[src/rtl/cdcm8_rx_aligner.sv]
// -----------------------------------------------------------------------------
// cdcm8_rx_aligner
//
// Receive-side symbol aligner for the CDCM-8 link. Each cycle it takes one
// 8-bit word from the deserializer. It looks for the symbol boundary by
// stepping a 0..7 bit offset until the idle waveform (kIdlePattern) is seen on
// kNumCheck consecutive aligned words. Once locked, each aligned word is
// decoded into a data bit, an idle marker or a symbol error. kMaxErr
// consecutive symbol errors drop lock, and the scan resumes at the next offset.
//
// Optional build macro: CDCM8_RX_ERRCNT_EN
//   When defined, adds errTotal. This is a saturating count of symbol-error
//   cycles while locked. Only reset clears it.
//
// Ports:
//   clkIn          word clock (divided clock), rising edge
//   ioResetN       synchronous active-low reset
//   dInFromSerdes  deserialized word, one per cycle
//   bitOut         decoded data bit (holds while bitValid=0)
//   bitValid       one-cycle strobe qualifying bitOut
//   idleOut        aligned word is the idle pattern (locked only)
//   symbolError    aligned word matches no pattern (locked only)
//   slipPos        bit offset under test, or the locked offset
//   aligned        high while locked
//   scanFinished   high once lock is achieved; cleared by reset or lock loss
//   errTotal       (CDCM8_RX_ERRCNT_EN only) saturating symbol-error count
//   fsmState       debug view of the FSM: 0 = SCAN, 1 = LOCKED
//
// Interface semantics: there is no back-pressure. One word is accepted every
// cycle. bitValid is a single-cycle qualifier for bitOut. Decode outputs
// appear two cycles after the word is sampled.
// -----------------------------------------------------------------------------
module cdcm8_rx_aligner #(
  parameter int          kDevW        = 8,
  parameter logic [7:0]  kIdlePattern = 8'hF0,
  parameter logic [7:0]  kPatternOne  = 8'hF8,
  parameter logic [7:0]  kPatternZero = 8'hE0,
  parameter int          kNumCheck    = 16,
  parameter int          kMaxErr      = 4
) (
  input  logic             clkIn,
  input  logic             ioResetN,
  input  logic [kDevW-1:0] dInFromSerdes,
  output logic             bitOut,
  output logic             bitValid,
  output logic             idleOut,
  output logic             symbolError,
  output logic [2:0]       slipPos,
  output logic             aligned,
  output logic             scanFinished,
`ifdef CDCM8_RX_ERRCNT_EN
  output logic [15:0]      errTotal,
`endif
  output logic             fsmState
);

  typedef enum logic {SCAN = 1'b0, LOCKED = 1'b1} state_t;

  localparam logic [7:0] kLockCnt  = 8'(kNumCheck - 1);
  localparam logic [7:0] kErrLimit = 8'(kMaxErr);

  state_t             state, stateN;
  logic [kDevW-1:0]   prevWord;
  logic [kDevW-1:0]   alignedWord;
  logic [2*kDevW-1:0] window;
  logic [kDevW-1:0]   alignedNext;
  logic [7:0]         matchCnt, matchCntN;
  logic [7:0]         errCnt, errCntN;
  logic [1:0]         blankCnt, blankCntN;
  logic [2:0]         slipPosN;
  logic               bitOutN, bitValidN, idleOutN, symbolErrorN;
  logic               alignedN, scanFinishedN;
`ifdef CDCM8_RX_ERRCNT_EN
  logic [15:0]        errTotalN;
`endif

  // The newest word sits on top, so a larger offset pulls in more of it.
  assign window      = {dInFromSerdes, prevWord};
  assign alignedNext = window[slipPos +: kDevW];
  assign fsmState    = state;

  always_ff @(posedge clkIn) begin
    if (!ioResetN) begin
      state        <= SCAN;
      prevWord     <= '0;
      alignedWord  <= '0;
      slipPos      <= 3'd0;
      matchCnt     <= 8'd0;
      errCnt       <= 8'd0;
      // alignedWord only holds real data two cycles after reset, so judging
      // it earlier would cause a spurious slip.
      blankCnt     <= 2'd2;
      bitOut       <= 1'b0;
      bitValid     <= 1'b0;
      idleOut      <= 1'b0;
      symbolError  <= 1'b0;
      aligned      <= 1'b0;
      scanFinished <= 1'b0;
`ifdef CDCM8_RX_ERRCNT_EN
      errTotal     <= 16'd0;
`endif
    end else begin
      state        <= stateN;
      prevWord     <= dInFromSerdes;
      alignedWord  <= alignedNext;
      slipPos      <= slipPosN;
      matchCnt     <= matchCntN;
      errCnt       <= errCntN;
      blankCnt     <= blankCntN;
      bitOut       <= bitOutN;
      bitValid     <= bitValidN;
      idleOut      <= idleOutN;
      symbolError  <= symbolErrorN;
      aligned      <= alignedN;
      scanFinished <= scanFinishedN;
`ifdef CDCM8_RX_ERRCNT_EN
      errTotal     <= errTotalN;
`endif
    end
  end

  always_comb begin
    stateN        = state;
    slipPosN      = slipPos;
    matchCntN     = matchCnt;
    errCntN       = errCnt;
    blankCntN     = blankCnt;
    bitOutN       = bitOut;
    bitValidN     = 1'b0;
    idleOutN      = 1'b0;
    symbolErrorN  = 1'b0;
    alignedN      = aligned;
    scanFinishedN = scanFinished;
`ifdef CDCM8_RX_ERRCNT_EN
    errTotalN     = errTotal;
`endif

    case (state)
      SCAN: begin
        if (blankCnt != 2'd0) begin
          // Window still refilling after a slip or reset.
          blankCntN = blankCnt - 2'd1;
        end else if (alignedWord == kIdlePattern) begin
          if (matchCnt == kLockCnt) begin
            stateN        = LOCKED;
            alignedN      = 1'b1;
            scanFinishedN = 1'b1;
            errCntN       = 8'd0;
            matchCntN     = 8'd0;
          end else begin
            matchCntN = matchCnt + 8'd1;
          end
        end else begin
          matchCntN = 8'd0;
          slipPosN  = slipPos + 3'd1;
          blankCntN = 2'd2;
        end
      end

      LOCKED: begin
        if (errCnt == kErrLimit) begin
          // The error run has ended lock. Resume the scan at the next offset.
          stateN        = SCAN;
          slipPosN      = slipPos + 3'd1;
          matchCntN     = 8'd0;
          errCntN       = 8'd0;
          blankCntN     = 2'd2;
          alignedN      = 1'b0;
          scanFinishedN = 1'b0;
          bitOutN       = 1'b0;
        end else if (alignedWord == kPatternOne) begin
          bitOutN   = 1'b1;
          bitValidN = 1'b1;
          errCntN   = 8'd0;
        end else if (alignedWord == kPatternZero) begin
          bitOutN   = 1'b0;
          bitValidN = 1'b1;
          errCntN   = 8'd0;
        end else if (alignedWord == kIdlePattern) begin
          idleOutN = 1'b1;
          errCntN  = 8'd0;
        end else begin
          symbolErrorN = 1'b1;
          if (errCnt != 8'hFF) errCntN = errCnt + 8'd1;
`ifdef CDCM8_RX_ERRCNT_EN
          if (errTotal != 16'hFFFF) errTotalN = errTotal + 16'd1;
`endif
        end
      end

      default: stateN = SCAN;
    endcase
  end

endmodule

[config.mk]
export PLATFORM = sky130hd
export DESIGN_NAME = cdcm8_rx_aligner
export DESIGN_NICKNAME = d
export VERILOG_FILES = /design/src/rtl/cdcm8_rx_aligner.sv
export SDC_FILE = /design/constraint.sdc
export NUM_CORES = 1
export LEC_CHECK = 0
export BUFFER_PORTS_ARGS = -buffer_cell sky130_fd_sc_hd__buf_2
export CAP_MARGIN = 20
export CORE_MARGIN = 2
export CORE_UTILIZATION = 53
export DETAILED_ROUTE_END_ITERATION = 6
export HOLD_SLACK_MARGIN = 0.1
export PLACE_DENSITY = 0.75
export SLEW_MARGIN = 40
export SYNTH_ARGS = -nofsm -noshare
export SYNTH_HDL_FRONTEND = slang
export SYNTH_SLANG_ARGS = --single-unit
[constraint.sdc]
create_clock -name clkIn -period 1.6 [get_ports clkIn]
set_input_delay 0.24 -clock clkIn [delete_from_list [all_inputs] [get_ports clkIn]]
set_output_delay 0.24 -clock clkIn [all_outputs]
set_load 0.02 [all_outputs]
# After elaboration in Yosys (flattened, before gate mapping)
# Index checks and enable logic that the tools add are counted.
# classes
n_bitwise,2
n_eq_ne,13
reduce_logical,10
addsub,4
n_shift,1
n_mux,39
# op_table
cell,count
two-way mux 8 bit,12
one-hot mux 8 bit (2 select lines),2
== test 8 bit (second input constant),3
adder 8 x 1 -> 8 bit (second input constant),2
indexed part select 16 x 4 -> 8 bit,1
two-way mux 1 bit,15
two-way mux 3 bit,3
== test 8 x 3 -> 1 bit (second input constant),1
== test 8 x 4 -> 1 bit (second input constant),1
inequality test 2 bit (second input constant),4
inequality test 8 bit (second input constant),1
AND reduction 4 bit,2
two-way mux 2 bit,3
inequality test 6 x 1 -> 1 bit (second input constant),1
one-hot mux 3 bit (2 select lines),1
AND reduction 2 bit,3
OR reduction 5 bit,1
one-hot mux 1 bit (2 select lines),2
one-hot mux 2 bit (2 select lines),1
adder 3 x 1 -> 3 bit (second input constant),1
inequality test 3 bit (second input constant),1
AND reduction 3 bit,1
nonzero test 3 bit,1
OR reduction 3 bit,1
other kinds (4),5
# word_totals
regBits,43
in_bits,10

# Logic depth before layout (Yosys ltp)
# logic_depth
ltp_word,7
mapped_depth,7
ltp_nobuf,6

# Worst setup path after synthesis
# No wires, ideal clock.
# synth_timing
path_kind,reg-to-reg
from,register slipPos[0]
to,register alignedWord[5]
arrival_time_ps,1728
n_path_buf,2
setup_ps,128
required_ps,1472
synth_period_minus_slack_ps,1855
stages_incl_launch_ff,6
path_slack_ps,-255
cell_sequence,dfxtp_1 -> clkbuf_1 -> buf_2 -> mux4_2 -> mux2i_1 -> nor2_1
# synth_between
elab_chain_cells,1
# synth_lines
element,line,rtl
from (decl),48,"output logic [2:0] slipPos,"
from (signal assigned),106,slipPos <= slipPosN;
indexed part select 16 x 4 -> 8 bit,79,assign alignedNext = window[slipPos +: kDevW];
to (signal assigned),105,alignedWord <= alignedNext;
to (decl),64,logic [kDevW-1:0] alignedWord;
# No other way between the ends.
# A chain may end at the register's enable or synchronous reset.

# Worst setup path in the final report
# layout_timing
from,register errCnt[1]
to,register bitOut
# layout_between
elab_chain_cells,3
# layout_lines
element,line,rtl
from (decl),68,"logic [7:0] errCnt, errCntN;"
from (signal assigned),108,errCnt <= errCntN;
== test 8 x 3 -> 1 bit (*),161,if (errCnt == kErrLimit) begin
nonzero test 3 bit (no line),n/a,
AND reduction 2 bit (no line),n/a,
to (signal assigned),110,bitOut <= bitOutN;
to (decl),44,"output logic bitOut,"
# Mark *: on every way between the ends. The rest lies on a longest branch, timed or not.

==> out/metrics.cfg <==
[sta]
worstMarginPinSlew_ns = 0.409
post-route-period-util = 1.01
fin_ws_ns = -0.0160
rsz0062_at_grt = true
clock_skew_ns = 0.00711
drv_slew = 0
max_slew_margin = 0.727
final-setup-viol-count = 2
finalCriticalPeriod_ns = 1.62
hold_violations = 0
fmax_ghz = 0.619

[clock_tree]
htreeDepth = 2
cts_buffer_depth = 2
root_buffer = clkbuf_8
worstSkewPairLatency_ns = 0.29
clkTransAtPathRegs_ns = 0.08
cts_tree = yes
clkSinkCount = 43
cts_hold_buf = 0
cts_buffers = 5

[routing]
dr.pass1.iters = 5
drc = 0
vias = 2091
via_per_inst = 5.96
drtAntennaViolNets = 0
drt_wl_total_um = 5770
wl_per_cell_um = 16.4
drt-initial-drc-count = 105

[min_path]
hold_path_class = in2reg
holdPathStages = 2
hp-start = dInFromSerdes[7]
hold_end = prevWord[7]

[critical_path]
worstSetupPathType = reg2reg
start_kind = flip-flop
r2r_end = bitOut
crit_path_end_kind = flip-flop
r2r_start = errCnt[1]
rr_worst_depth = 6
reg2reg_slack_ns = -0.02
cp_max_fo = 5
required_ns = 1.84
worst_ep_arrival_time_ns = 1.85

[power]
power.total_mw = 2.48
p_comb_frac = 0.207
p_leak_nw = 1.18
power-per-cell-area_nw_per_um2 = 815
power.internal_mw = 1.81
p_clk_frac = 0.310
p_sw_mw = 0.667
p_sw_frac = 0.269
seqPwrFrac = 0.483
ir_drop_mv = 0.577

[finish]
drive_above_1_share = 0.449
n_antenna_cell = 0
final_cell_mix = 53 x buf_4, 32 x dfxtp_1, 19 x buf_2
mostFrequentLayoutCell = buf_4
postLayoutCoreUtil = 0.749
nets = 316
fillers = 276
area_growth_pct = 34.3
final_cell_area_um2 = 3040

[synthesis]
synth_edf_count = 0
synth_ff_type = dfxtp_1
ys_ff_latch = 43
syn_avg_cell_area_um2 = 9.75
async_reset_ff_frac = 0
yosysTopAreaCell = dfxtp_1
syn_inst = 232
yosysSeqAreaShare = 0.381
netlist_area_um2 = 2260
ys_top_cells_by_area = dfxtp_1 38%, mux4_2 12%, mux2i_1 4.4%
synthDistinctLibCells = 48
yosys_warnings = 0
synth_nets = 248
synth_top_area_frac = 0.381

[floorplan]
die-width_um = 69.3
die_h_um = 69.3
die_area_um2 = 4810
fp-row-count = 23
core_um2 = 4060
initial_core_util = 0.558
io_pins = 20

[placed_design]
hpwl_um = 3830
portBuffers = 19
place_area_um2 = 2730
gp_congestion = 0.839

[status]
status = finished, violations left
violations = setup timing

[grt]
grt_pass1_vias = 2030
grt_pass1_wl_um = 9290
grt_max_degree = 20
antenna_found_initial = 0
grt_usage = 0.238
grt_overflow_total = 0

[flow_run]
cap_violations = 0

## registers in the layout, summed over array words and instances, names as in the netlist
name / count
alignedWord: 8
bitOut: 1
bitValid: 1
blankCnt: 2
errCnt: 8
fsmState: 1
idleOut: 1
matchCnt: 8
prevWord: 8
scanFinished: 1
slipPos: 3
symbolError: 1
## cells by family after synthesis
logic type	after synthesis	synth area share
simple gates	86	0.223
flops	43	0.381
compound gates	48	0.142
mux	22	0.164
xor+xnor	3	0.0116
buf+inv	24	0.0454
fa+ha+maj	6	0.0332
## power by group through the flow
stage               clock [mW]  combinational (mW)  sequential, mW
finish                   0.768               0.513            1.19
floorplan                    0               0.312            1.19
global route             0.837               0.555            1.21
CTS                      0.776               0.478            1.19
detailed placement           0               0.442            1.21
global placement             0               0.431            1.21
## synthesized netlist by cell type (4+ instances only)
cell,n
mux4_2,12
clkbuf_1,8
nand4_1,4
a21oi_1,13
and2_1,11
nand2_1,12
inv_1,12
nand3_1,8
o31ai_1,7
o21ai_0,8
o211ai_1,4
nor2_1,17
dfxtp_1,43
nor3_1,6
mux2i_1,10
or4_1,5
ha_1,6
## per-layer routing
metal,GRT usage,share of wire,wire [µm],vias up
li1,-,-,-,1002
met1,0.300,0.44,2520,1023
met2,0.405,0.52,2980,56
met3,0.0451,0.034,196,10
met4,0.0915,0.012,72,0
met5,0,0,0,-
## worst max path at each step
| stage | from | end | slack, ns | depth (start not counted) |
|---|---|---|---|---|
| after floorplan | errCnt[4] | matchCnt[6] | -0.05 | 5 |
| after global placement | errCnt[4] | matchCnt[7] | -0.06 | 5 |
| after detailed placement | alignedWord[3] | matchCnt[3] | -0.09 | 4 |
| after CTS | errCnt[1] | matchCnt[3] | -0.02 | 6 |
| after global routing | errCnt[4] | slipPos[0] | -0.11 | 7 |
| final | errCnt[1] | bitOut | -0.02 | 6 |
## metrics by stage
| stage | setup TNS, ns | std cells | hold WS, ns | setup slack [ns] |
|---|---|---|---|---|
| finish | -0.0244 | 351 | 0.145 | -0.0160 |
| global route | -0.783 | 351 | 0.142 | -0.109 |
| CTS | -0.0182 | 347 | 0.142 | -0.0182 |
| detailed placement | -0.420 | 335 | 0.451 | -0.0864 |
| global placement | -0.150 | 335 | 0.444 | -0.0616 |
| floorplan | -0.0558 | 232 | 0.362 | -0.0538 |
## cell type report
| class | count | area, µm² | area share |
|---|---|---|---|
| clock buffer | 8 | 100 | 0.0329 |
| inverter | 12 | 45.0 | 0.0148 |
| multi-input combinational | 165 | 1450 | 0.478 |
| sequential | 43 | 875 | 0.288 |
| tap | 50 | 62.6 | 0.0206 |
| timing repair buffer | 73 | 504 | 0.166 |
## worst max-delay path, cell delays in order (launching register included)
cell and delay [ns]:
dfxtp_2 0.34, inv_2 0.03, ha_2 0.16, and3b_2 0.24, and3_4 0.18, or4_1 0.52, nor2_1 0.10
## timing repair
item | in CTS | in global routing
buffers inserted | 4 | 4
pin swaps | 11 | 12
setup endpoints to repair | 13 | 21
resized for setup | 20 | 19
No activity file was read; power rests on OpenSTA's default activity.
